===== config.mk =====
export PLATFORM = sky130hd
export DESIGN_NAME = key_debounce
export DESIGN_NICKNAME = d
export VERILOG_FILES = /design/src/rtl/key_debounce.sv
export SDC_FILE = /design/constraint.sdc
export NUM_CORES = 1
export LEC_CHECK = 0
export CAP_MARGIN = 0
export CORE_ASPECT_RATIO = 0.8
export CORE_MARGIN = 10
export CORE_UTILIZATION = 36
export DETAILED_ROUTE_END_ITERATION = 6
export PLACE_DENSITY = 0.52
export SKIP_CTS_REPAIR_TIMING = 1
export SYNTH_ARGS = -nofsm -noshare
export SYNTH_HDL_FRONTEND = slang
export SYNTH_SLANG_ARGS = --single-unit

===== constraint.sdc =====
create_clock -name clk_g_i -period 12.6 [get_ports clk_g_i]
set_clock_uncertainty 0.2 [all_clocks]
set_input_delay 2.52 -clock clk_g_i [delete_from_list [all_inputs] [get_ports clk_g_i]]
set_output_delay 2.52 -clock clk_g_i [all_outputs]
set_load 0.05 [all_outputs]

===== src/rtl/key_debounce.sv =====
`default_nettype none
// ============================================================================
// Module      : key_debounce
// Description : Integrating debouncer for a bank of raw key switches, with an
//               optional press/release event queue (KEY_DEBOUNCE_EVENT_EN).
// Revision    : 1.0 - initial release
// ============================================================================
module key_debounce #(
    parameter int NUM_KEYS = 61,
    parameter int TICK_DIV = 470,
    parameter int CNT_MAX  = 7
) (
    input  logic                        clk_g_i,
    input  logic                        rst_g_i,
    input  logic [NUM_KEYS-1:0]         keys_raw_i,
    output logic [NUM_KEYS-1:0]         keys_o,
    output logic                        keys_changed_o,
    output logic                        tick_o
`ifdef KEY_DEBOUNCE_EVENT_EN
    ,
    output logic                        evt_valid_o,
    input  logic                        evt_ready_i,
    output logic [$clog2(NUM_KEYS)-1:0] evt_key_o,
    output logic                        evt_press_o,
    output logic                        evt_ovf_o
`endif
);

    localparam int c_cw = $clog2(CNT_MAX + 1);
    localparam int c_tw = (TICK_DIV > 1) ? $clog2(TICK_DIV) : 1;
    localparam logic [c_cw-1:0] c_cnt_max   = c_cw'(CNT_MAX);
    localparam logic [c_cw-1:0] c_cnt_one   = c_cw'(1);
    localparam logic [c_tw-1:0] c_tick_last = c_tw'(TICK_DIV - 1);
    localparam logic [c_tw-1:0] c_tick_one  = c_tw'(1);

    logic [NUM_KEYS-1:0] r_sync1;
    logic [NUM_KEYS-1:0] r_sync2;
    logic [NUM_KEYS-1:0] r_keys;
    logic [NUM_KEYS-1:0] w_keys_nxt;
    logic [c_tw-1:0]     r_tick_cnt;
    logic [c_cw-1:0]     r_integ     [NUM_KEYS];
    logic [c_cw-1:0]     w_integ_nxt [NUM_KEYS];
    logic                r_changed;
    logic                w_tick;

    assign w_tick         = (r_tick_cnt == c_tick_last);
    assign tick_o         = w_tick;
    assign keys_o         = r_keys;
    assign keys_changed_o = r_changed;

    // keys_o follows the post-tick integrator value so it moves in the same
    // cycle the integrator saturates; between the rails it holds (hysteresis).
    always_comb begin
        for (int k = 0; k < NUM_KEYS; k++) begin
            w_integ_nxt[k] = r_integ[k];
            w_keys_nxt[k]  = r_keys[k];
            if (w_tick) begin
                if (r_sync2[k] && (r_integ[k] != c_cnt_max))
                    w_integ_nxt[k] = r_integ[k] + c_cnt_one;
                else if (!r_sync2[k] && (r_integ[k] != '0))
                    w_integ_nxt[k] = r_integ[k] - c_cnt_one;
            end
            if (w_integ_nxt[k] == c_cnt_max)
                w_keys_nxt[k] = 1'b1;
            else if (w_integ_nxt[k] == '0)
                w_keys_nxt[k] = 1'b0;
        end
    end

    always_ff @(posedge clk_g_i or posedge rst_g_i) begin
        if (rst_g_i) begin
            r_sync1    <= '0;
            r_sync2    <= '0;
            r_tick_cnt <= '0;
            r_keys     <= '0;
            r_changed  <= 1'b0;
            for (int k = 0; k < NUM_KEYS; k++)
                r_integ[k] <= '0;
        end else begin
            r_sync1    <= keys_raw_i;
            r_sync2    <= r_sync1;
            r_tick_cnt <= w_tick ? '0 : (r_tick_cnt + c_tick_one);
            r_keys     <= w_keys_nxt;
            r_changed  <= |(w_keys_nxt ^ r_keys);
            for (int k = 0; k < NUM_KEYS; k++)
                r_integ[k] <= w_integ_nxt[k];
        end
    end

`ifdef KEY_DEBOUNCE_EVENT_EN
    localparam int c_kw = $clog2(NUM_KEYS);
    localparam logic [NUM_KEYS-1:0] c_bit0 = NUM_KEYS'(1);

    logic [NUM_KEYS-1:0] r_pend;
    logic [NUM_KEYS-1:0] w_pend_clr;
    logic [NUM_KEYS-1:0] w_chg;
    logic [c_kw-1:0]     w_sel_idx;
    logic                w_push;
    logic                w_pop;
    logic                w_full;
    logic [c_kw:0]       r_fifo_mem [4];
    logic [1:0]          r_wr_ptr;
    logic [1:0]          r_rd_ptr;
    logic [2:0]          r_count;
    logic                r_ovf;

    always_comb begin
        w_sel_idx = '0;
        for (int k = NUM_KEYS - 1; k >= 0; k--)
            if (r_pend[k])
                w_sel_idx = c_kw'(k);
    end

    // A pop in the same cycle frees a slot, so a full FIFO still accepts.
    assign w_full     = (r_count == 3'd4);
    assign w_pop      = (r_count != 3'd0) && evt_ready_i;
    assign w_push     = (|r_pend) && (!w_full || w_pop);
    assign w_pend_clr = w_push ? (c_bit0 << w_sel_idx) : '0;
    assign w_chg      = w_keys_nxt ^ r_keys;

    always_ff @(posedge clk_g_i or posedge rst_g_i) begin
        if (rst_g_i) begin
            r_pend   <= '0;
            r_wr_ptr <= '0;
            r_rd_ptr <= '0;
            r_count  <= '0;
            r_ovf    <= 1'b0;
            for (int i = 0; i < 4; i++)
                r_fifo_mem[i] <= '0;
        end else begin
            r_pend <= (r_pend & ~w_pend_clr) | w_chg;
            if (|(w_chg & r_pend & ~w_pend_clr))
                r_ovf <= 1'b1;
            if (w_push) begin
                r_fifo_mem[r_wr_ptr] <= {w_sel_idx, r_keys[w_sel_idx]};
                r_wr_ptr             <= r_wr_ptr + 2'd1;
            end
            if (w_pop)
                r_rd_ptr <= r_rd_ptr + 2'd1;
            if (w_push && !w_pop)
                r_count <= r_count + 3'd1;
            else if (!w_push && w_pop)
                r_count <= r_count - 3'd1;
        end
    end

    assign evt_valid_o = (r_count != 3'd0);
    assign evt_key_o   = r_fifo_mem[r_rd_ptr][c_kw:1];
    assign evt_press_o = r_fifo_mem[r_rd_ptr][0];
    assign evt_ovf_o   = r_ovf;
`endif

endmodule
`default_nettype wire


==> impl_table.tex <==
\begin{tabular}{lr}
\hline
Metric & Value \\
\hline
\multicolumn{2}{l}{\textbf{Clock tree}} \\
\quad Clock latency on the worst-skew pair & 580 ps \\
\quad Maximum clock path buffer count & 3 \\
\quad TritonCTS Buffers & 45 \\
\quad Number of sinks on the clock net & 376 \\
\quad Cell chosen for the clock root & clkbuf\_16 \\
\quad CTS clk-pin slew, worst paths & 60 ps \\
\quad Clock tree from TritonCTS & done \\
\quad H-tree levels & 2 \\
\multicolumn{2}{l}{\textbf{Place}} \\
\quad Hpwl dp & 44,800 um \\
\quad Final weighted congestion in routability-driven placement & 0.846 \\
\quad Count of input and output buffers & 125 \\
\multicolumn{2}{l}{\textbf{Drt}} \\
\quad Routed vias & 19.2k \\
\quad Detail-routed via count per cell & 5.53 \\
\quad First-pass iteration count of the detailed router & 7 \\
\quad Average detailed-routed wire length per instance & 18.4 um \\
\quad DR iter-0 viols & 1,403 \\
\quad Wirelength, routed & 63,700 um \\
\quad Remaining number of nets flagged by the antenna check after routing & 0 \\
\quad DRC violations left & 0 \\
\multicolumn{2}{l}{\textbf{STA}} \\
\quad Post-layout minimum cycle time & 6370 ps \\
\quad Final Hold Violating Endpoints & 0 \\
\quad Transition time at the pin with the least slew margin & 1150 ps \\
\quad Achievable frequency & 0.157 GHz \\
\quad Setup violation total in the final timing report & 0 \\
\quad RSZ-0062 raised after global routing & no \\
\quad Final worst path period share & 50.6\% \\
\quad Hold WS & 148 ps \\
\quad Final-report max-slew violation count & 0 \\
\quad Post-route setup TNS & 0 ps \\
\quad Remaining max-slew budget at the tightest pin & 23.3\% \\
\multicolumn{2}{l}{\textbf{Global route}} \\
\quad Met1 capacity usage during global routing & 22.2\% \\
\quad Global-route wire length before repair & 102,000 um \\
\quad Vias in the first global route & 18.7k \\
\quad Largest net degree at the start of global routing & 152 \\
\quad Routing usage on met3 & 3.30\% \\
\quad Busiest grt layer & met2 \\
\quad Total routing usage reported by global routing & 16.2\% \\
\quad Routing usage on met2 & 25.3\% \\
\quad Total congestion overflow & 0 \\
\quad Initial antenna violation count & 3 \\
\multicolumn{2}{l}{\textbf{Synth}} \\
\quad Ys async rst share & 100\% \\
\quad Post-synthesis cell count & 2,461 \\
\quad Cell accounting for the most synthesized area & dfrtp\_1 \\
\quad Register area share after synthesis & 39.9\% \\
\quad Count of distinct cell types in the synthesized netlist & 94 \\
\quad Flip-flop and latch count after synthesis & 376 \\
\quad Top cell type's share of synthesized area & 39.9\% \\
\quad Mapped Area & 23,600 sq um \\
\quad Avg Synthesized Cell Area & 9.58 sq um \\
\quad Count of yosys warnings during synthesis & 0 \\
\quad Count of flip-flops with a built-in enable after synthesis & 0 \\
\quad Flip-flop cell with the highest count after synthesis & dfrtp\_1 \\
\quad Dominant cells by area after synthesis & dfrtp\_1, ha\_1, inv\_1, nor2\_1, a21oi\_1 \\
\quad Syn Nets & 2,770 \\
\multicolumn{2}{l}{\textbf{Critical path}} \\
\quad Required time worst endpoint & 9880 ps \\
\quad Crit path kind & reg -> out \\
\quad Critical path arrival & 3650 ps \\
\quad Slack of the worst reg-to-reg path & 7470 ps \\
\quad Largest driver fanout on the critical path & 37 \\
\quad Crit end category & output port \\
\quad Worst Setup Start Kind & flip-flop \\
\multicolumn{2}{l}{\textbf{Layout}} \\
\quad Proportion of layout cells with a drive suffix above 1 & 6.39\% \\
\quad Fill count & 6,137 \\
\quad Area growth from synthesis to final layout & 15.6\% \\
\quad Diodes inserted & 0 \\
\quad Final nets & 2,885 \\
\multicolumn{2}{l}{\textbf{Die}} \\
\quad Die Y-Extent & 249 um \\
\quad Initial cell density of the core & 36.6\% \\
\quad Standard cell core area & 64,500 sq um \\
\quad Standard-cell row count & 83 \\
\quad Die W & 306 um \\
\quad Number of ports placed on the die boundary & 126 \\
\quad Die Footprint & 76,200 sq um \\
\multicolumn{2}{l}{\textbf{Power and ir drop}} \\
\quad Largest voltage drop on the vdd net & 0.0000812 V \\
\quad Leakage component of the power & 12.1 nW \\
\quad Power per Cell Area & 101 nW/um\^{}2 \\
\multicolumn{2}{l}{\textbf{Outcome}} \\
\quad Run status & finished clean \\
\multicolumn{2}{l}{\textbf{Flow run}} \\
\quad Number of max-capacitance violations reported & 0 \\
\multicolumn{2}{l}{\textbf{Min path}} \\
\quad Hold crit path type & reg -> reg \\
\hline
\end{tabular}
[cell families after synthesis]
group	share of synthesized area, %
simple gates	15.8
compound gates	19.8
buf+inv	6.64
flops	39.9
fa+ha+maj	13.1
xor+xnor	2.34
mux	2.52
[sequential cells by signal, summed over array words and instances, names as in the netlist]
signal          count
keys_changed_o      1
keys_o             61
r_integ           183
r_sync1            61
r_sync2            61
r_tick_cnt          9
[cell usage after synthesis (12+ instances only)]
| master | instances |
|---|---|
| dfrtp_1 | 376 |
| inv_1 | 305 |
| ha_1 | 246 |
| nor2_1 | 201 |
| a21oi_1 | 113 |
| nand2_1 | 89 |
| o21ai_0 | 75 |
| nand3_1 | 73 |
| nor3_1 | 71 |
| xnor2_1 | 61 |
| a22oi_1 | 56 |
| o211ai_1 | 45 |
| nor2b_1 | 41 |
| or3_1 | 41 |
| mux2i_1 | 39 |
| a31oi_1 | 31 |
| a22o_1 | 29 |
| a32oi_1 | 29 |
| nand4_1 | 28 |
| and3_1 | 26 |
| nor4_1 | 26 |
| nor3b_1 | 25 |
| buf_2 | 23 |
| nand2b_1 | 23 |
| a211oi_1 | 20 |
| clkbuf_1 | 19 |
| mux2_2 | 18 |
| o22ai_1 | 18 |
| a311oi_1 | 17 |
| o31ai_1 | 16 |
| o32ai_1 | 14 |
| o22a_1 | 13 |
| or2_2 | 13 |
| nand3b_1 | 12 |
| o32a_1 | 12 |
[cell type report]
class | instances | area [sq um] | share of cell area [%]
inverter | 306 | 1150 | 4.24
timing repair buffer | 138 | 1360 | 5.00
sequential | 376 | 9410 | 34.5
clock buffer | 66 | 1360 | 4.98
clock inverter | 17 | 272 | 0.996
tap | 850 | 1060 | 3.90
multi-input combinational | 1709 | 12600 | 46.4
[worst paths after layout]
path                               start             end  cells after the start
setup / recovery           r_tick_cnt[5]          tick_o                      4
hold / removal               r_sync1[38]     r_sync2[38]                      0
setup reg to reg           r_tick_cnt[5]  keys_changed_o                     10
hold reg to reg              r_sync1[38]     r_sync2[38]                      0
max in group asynchronous        rst_g_i     r_integ[59]                      4
min in group asynchronous        rst_g_i     r_sync1[51]                      2
[through the flow]
| step | util (%) | worst slack, ps | cell area [sq um] | total power [W] | instances |
|---|---|---|---|---|---|
| 2_1_floorplan | - | 4830 | 23600 | 0.00131 | 2461 |
| 3_3_place_gp | 39.7 | 6800 | 25600 | 0.00135 | 3379 |
| 3_5_place_dp | 39.7 | 6790 | 25600 | 0.00135 | 3379 |
| 4_1_cts | 42.3 | 6150 | 27200 | 0.00281 | 3462 |
| 5_1_grt | 42.3 | 6020 | 27200 | 0.00287 | 3462 |
| 6_report | 42.3 | 6230 | 27200 | 0.00276 | 3462 |
[worst max-delay path, stage by stage, from the launching register on]
cell and delay [ps]:
dfrtp_1 450, and4bb_4 740, nand2_4 470, inv_4 490
clkdlybuf4s50_1 900
[cells in the final DEF, fill, tap and decap left out, drive strengths merged, types with 13 or more instances in the layout]
| master | n |
|---|---|
| a211oi | 22 |
| a21oi | 115 |
| a22o | 29 |
| a22oi | 56 |
| a311oi | 17 |
| a31oi | 31 |
| a32oi | 30 |
| and3 | 26 |
| buf | 13 |
| clkbuf | 66 |
| clkdlybuf4s50 | 125 |
| dfrtp | 376 |
| ha | 246 |
| inv | 307 |
| mux2 | 18 |
| mux2i | 39 |
| nand2 | 90 |
| nand2b | 23 |
| nand3 | 74 |
| nand4 | 29 |
| nor2 | 203 |
| nor2b | 41 |
| nor3 | 75 |
| nor3b | 25 |
| nor4 | 26 |
| o211ai | 54 |
| o21ai | 79 |
| o22a | 13 |
| o22ai | 18 |
| o31ai | 16 |
| o32ai | 14 |
| or2 | 13 |
| or3 | 41 |
| xnor2 | 61 |
[per-layer routing]
layer  wire length (um)  vias up  share of wire (%)
li1                   -     9217                  -
met1              30200     9418                 47
met2              28600      422                 45
met3               3320       94                5.2
met4               1510        4                2.4
met5                 22        -              0.035
[power by group]
part           internal (W)  switching (W)  total [W]
clock              0.000890       0.000542    0.00143
combinational     0.0000334      0.0000469  0.0000804
sequential          0.00123      0.0000190    0.00125
Note: power is estimated with default switching activity, not from simulation.
